`src/rtl/neuron_out_queue.sv`:
```
// neuron_out_queue: byte FIFO between the neuron emitters and the host pins, popped by a synchronized host ack edge.
module neuron_out_queue #(
  parameter int DEPTH = 4,
  parameter int AW = 2
) (
  input  logic          clk,
  input  logic          rst_n,
  input  logic          ena,
  input  logic          flush,
  input  logic          emit_valid,
  input  logic [7:0]    emit_data,
  input  logic          host_ack,
  output logic          have_out,
  output logic          out_valid,
  output logic [7:0]    out_data,
  output logic [AW:0]   occupancy,
  output logic [7:0]    drop_count
);
  localparam logic [AW:0] full_cnt = DEPTH[AW:0];
  logic [7:0] mem [DEPTH];
  logic [AW-1:0] wr_ptr, rd_ptr;
  logic [AW:0] count;
  logic ack_s1, ack_s2, ack_s3;
  logic [2:0] live;
  logic full, empty, ack_rise, push, pop;
  // live marks when ack_s3 holds a real pin sample, so an ack held high through reset is not seen as an edge
  assign full = count == full_cnt;
  assign empty = count == '0;
  assign ack_rise = ack_s2 & ~ack_s3 & live[2];
  assign push = ena & emit_valid & ~full;
  assign pop = ena & ack_rise & ~empty;
  assign have_out = full;
  assign out_valid = ~empty;
  assign out_data = empty ? 8'h00 : mem[rd_ptr];
  assign occupancy = count;
  always_ff @(posedge clk)
    if (push & ~flush) mem[wr_ptr] <= emit_data;
  always_ff @(posedge clk or negedge rst_n) begin
    if (!rst_n) begin
      wr_ptr <= '0;
      rd_ptr <= '0;
      count <= '0;
      drop_count <= '0;
      ack_s1 <= 1'b0;
      ack_s2 <= 1'b0;
      ack_s3 <= 1'b0;
      live <= '0;
    end else begin
      ack_s1 <= host_ack;
      ack_s2 <= ack_s1;
      ack_s3 <= ack_s2;
      live <= {live[1:0], 1'b1};
      if (flush) begin
        wr_ptr <= '0;
        rd_ptr <= '0;
        count <= '0;
      end else begin
        if (push) wr_ptr <= wr_ptr + 1'b1;
        if (pop) rd_ptr <= rd_ptr + 1'b1;
        count <= count + {{AW{1'b0}}, push} - {{AW{1'b0}}, pop};
        if (ena & emit_valid & full & (drop_count != 8'hFF)) drop_count <= drop_count + 8'd1;
      end
    end
  end
endmodule

```
`config.mk`:
```
export PLATFORM = sky130hd
export DESIGN_NAME = neuron_out_queue
export DESIGN_NICKNAME = d
export VERILOG_FILES = /design/src/rtl/neuron_out_queue.sv
export SDC_FILE = /design/constraint.sdc
export NUM_CORES = 1
export LEC_CHECK = 0
export ABC_CLOCK_PERIOD_IN_PS = 2950
export CAP_MARGIN = 20
export CORE_AREA = 2 2 91 93
export CTS_BUF_LIST = sky130_fd_sc_hd__clkbuf_8
export DETAILED_ROUTE_END_ITERATION = 8
export DIE_AREA = 0 0 93 95
export GPL_ROUTABILITY_DRIVEN = 0
export PLACE_DENSITY = 0.46
export SETUP_SLACK_MARGIN = 0.05
export SLEW_MARGIN = 20
export SYNTH_ARGS = -nofsm -noshare
export SYNTH_HDL_FRONTEND = slang
export SYNTH_SLANG_ARGS = --single-unit
```
`constraint.sdc`:
```
create_clock -name clk -period 2.95 [get_ports clk]
set_input_delay 0.4425 -clock clk [delete_from_list [all_inputs] [get_ports clk]]
set_output_delay 0.4425 -clock clk [all_outputs]
set_load 0.02 [all_outputs]
```
==> reports/qor.yml <==
dieArea_mm2: 0.00884
nNetsFinal: 208
r2r_start: "occupancy[2]$_DFF_PN0_"
fp-row-count: 33
initial_core_util_pct: 29.3
cp.required_ps: 2510
vias: 1326
vdd_drop_max_uv: 269
hold_buffers: 0
worst_ep_arrival_time_ps: 2310
synth_cell_type_count: 42
place_ws_ps: 244
wl_per_cell_um: 15.3
synth.top_cell.area_share_pct: 41.4
track_usage_pct: 10.9
cap_violations: 0
cts_tree: "yes"
synth.area.top_cells: "edfxtp_1 (41%), dfrtp_1 (23%), mux4_1 (9.1%)"
grt_overflow: 0
synth_edf_count: 32
cts-resized-gates: 0
finalHoldViolations: 0
path_cells: "mux4_1, and2b_1, clkdlybuf4s50_1"
avgViaCountPerCell: 4.54
synth_area_leader_cell: "edfxtp_1"
first_global_vias: 1455
root_buffer: "clkbuf_8"
ys_top_cells_by_count: "edfxtp_1 (32), dfrtp_1 (21), inv_1 (8), mux4_1 (8), nor2b_1 (8)"
powerDensity_mw_per_mm2: 548
fin_crit_sh_pct: 93.4
yosysMostFrequentCell: "edfxtp_1"
fin_ws_ps: 194
ant_nets: 0
synth_area_mm2: 0.00232
status: "finished, final reports clean"
criticalPathCategory: "flip-flop to output port"
fin_crit_ps: 2760
syn_nets: 170
start_kind: "flip-flop"
end_kind: "output port"
synth-main-ff-cell: "edfxtp_1"
grt_max_degree: 22
finalMaxSlewViolations: 0
cts_buffer_depth: 2
drive_gt1_share_pct: 10.2
fillers: 782
power.leakage_nw: 1.06
clkSinkCount: 53
drc: 0
yosys_register_bits: 53
cp_top_family: "flip-flops"
slowest_stage: "dfrtp_1"
regToRegSetupSlack_ps: 640
syn_area_per_cell_um2: 15.7
clk_pin_slew_ps: 90
min_path_type: "input port to async pin"
cts_buffers: 5
postCtsSetupRepairBufs: 0
tns_ps: 0
die_h_um: 95
grt_pass1_wl_mm: 7.14
core_area_mm2: 0.00793
routed_wl_mm: 4.47
timing.rr.end: "occupancy[2]$_DFF_PN0_"
first_iter_violations: 46
final.setup_skew_ps: 6.16
worstMarginPinSlew_ps: 552
antenna_found_initial: 0
area_delta_synth_final_pct: 23.1
hpwl_mm: 3.08
max_stage_delay_ps: 700
ys_async_sr_fraction_pct: 39.6
max_freq_mhz: 363
path_buf_inv: 1
grt_setup_unrepaired: "false"
io_buffers: 34
clk-insertion-delay-late_ps: 310
die_w_um: 93
ctsHtreeMaxLevel: 2
setup_viol: 0
slew_headroom_pct: 63.2
synth.yosys.seq_area_share_pct: 64.1
cp_max_fo: 11
synthCells: 148
diodes: 0
ys.warnings.count: 0
ios: 35
drt_pass1_iterations: 4
worstRegToRegCells: 10
==> worst max path at each step <==
stage / startpoint / to / slack [ps] / cells after the start
after global placement: ena / occupancy[2]$_DFF_PN0_ / 320 / 10
after global routing: rd_ptr[0]$_DFFE_PN0P_ / out_data[2] / 70 / 3
after CTS: rd_ptr[0]$_DFFE_PN0P_ / out_data[2] / 170 / 3
after floorplan: occupancy[1]$_DFF_PN0_ / occupancy[2]$_DFF_PN0_ / 540 / 10
after detailed placement: ena / occupancy[2]$_DFF_PN0_ / 240 / 10
final: rd_ptr[0]$_DFFE_PN0P_ / out_data[2] / 190 / 3
==> state kept, by name, indices dropped and copies added (netlist names) <==
signal      count
ack_s1          1
ack_s2          1
ack_s3          1
drop_count      8
live            3
mem            32
occupancy       3
rd_ptr          2
wr_ptr          2
==> worst reg2reg max path: cells and delay by family, from the launching register on <==
kind,cells,cell delay [ps]
adder cells (fa/ha/maj),3,790
flip-flops,1,440
XOR/XNOR,1,160
buffers and inverters,3,290
AND/OR/NAND/NOR,3,530
==> cell type report <==
type / instances / area, um2 / area share, %
Sequential cell: 53 / 1490 / 52.1
Clock inverter: 3 / 18.8 / 0.657
Timing Repair Buffer: 36 / 350 / 12.3
Clock buffer: 5 / 68.8 / 2.41
Inverter: 9 / 33.8 / 1.18
Tap cell: 105 / 131 / 4.60
Multi-Input combinational cell: 81 / 766 / 26.8
==> cell families after synthesis <==
kind of cell	count (synthesis)	share of synthesized area, %
AND/OR/NAND/NOR	42	11.5
other	1	0.162
AO/OA/AOI/OAI	13	3.61
flip-flops	53	64.1
XOR/XNOR	3	1.13
multiplexers	14	11.9
adder cells (fa/ha/maj)	8	4.64
buffers and inverters	14	2.91
==> power breakdown <==
part / switching (mW) / leakage (nW) / internal [mW]
Clock: 0.234 / 0.0416 / 0.164
Sequential: 0.0325 / 0.555 / 0.819
Combinational: 0.163 / 0.459 / 0.153
Total: 0.429 / 1.06 / 1.14
==> per-layer routing <==
| metal | track usage, % | vias to the layer above | share of wire (%) |
|---|---|---|---|
| met1 | 12.1 | 650 | 43 |
| met2 | 18.9 | 40 | 49 |
| met3 | 3.91 | 9 | 5.8 |
| met5 | 0 | - | 0 |
| li1 | - | 627 | - |
| met4 | 4.90 | 0 | 2.0 |
==> layout by cell type, fill, tap and decap left out, types with 2 or more instances in the layout <==
master,synthesis,routed
dfrtp_1,21,21
nor2_1,4,4
nor2b_1,8,8
nand4_1,3,3
nor3_1,3,3
nand4b_1,2,2
clkdlybuf4s50_1,0,33
inv_1,8,9
nand2_1,3,3
mux4_1,8,8
edfxtp_1,32,32
clkbuf_8,0,5
mux2_2,5,5
ha_1,7,7
nor3b_1,2,2
xnor2_1,2,2
and2_1,4,4
or3_1,2,2
clkinvlp_4,0,2
a21oi_1,4,4
o21ai_0,4,4
buf_4,2,2
==> metrics by stage <==
step | utilization (%) | hold WS [ps] | cell area [um2] | instances | power (mW)
2_1_floorplan | - | 147 | 2320 | 148 | 1.03
3_3_place_gp | 35.0 | 333 | 2770 | 284 | 1.18
3_5_place_dp | 35.0 | 336 | 2770 | 284 | 1.19
4_1_cts | 36.1 | 357 | 2860 | 292 | 1.59
5_1_grt | 36.0 | 111 | 2860 | 292 | 1.65
6_report | 36.0 | 88.0 | 2860 | 292 | 1.57
No activity file was read; power rests on OpenSTA's default activity.
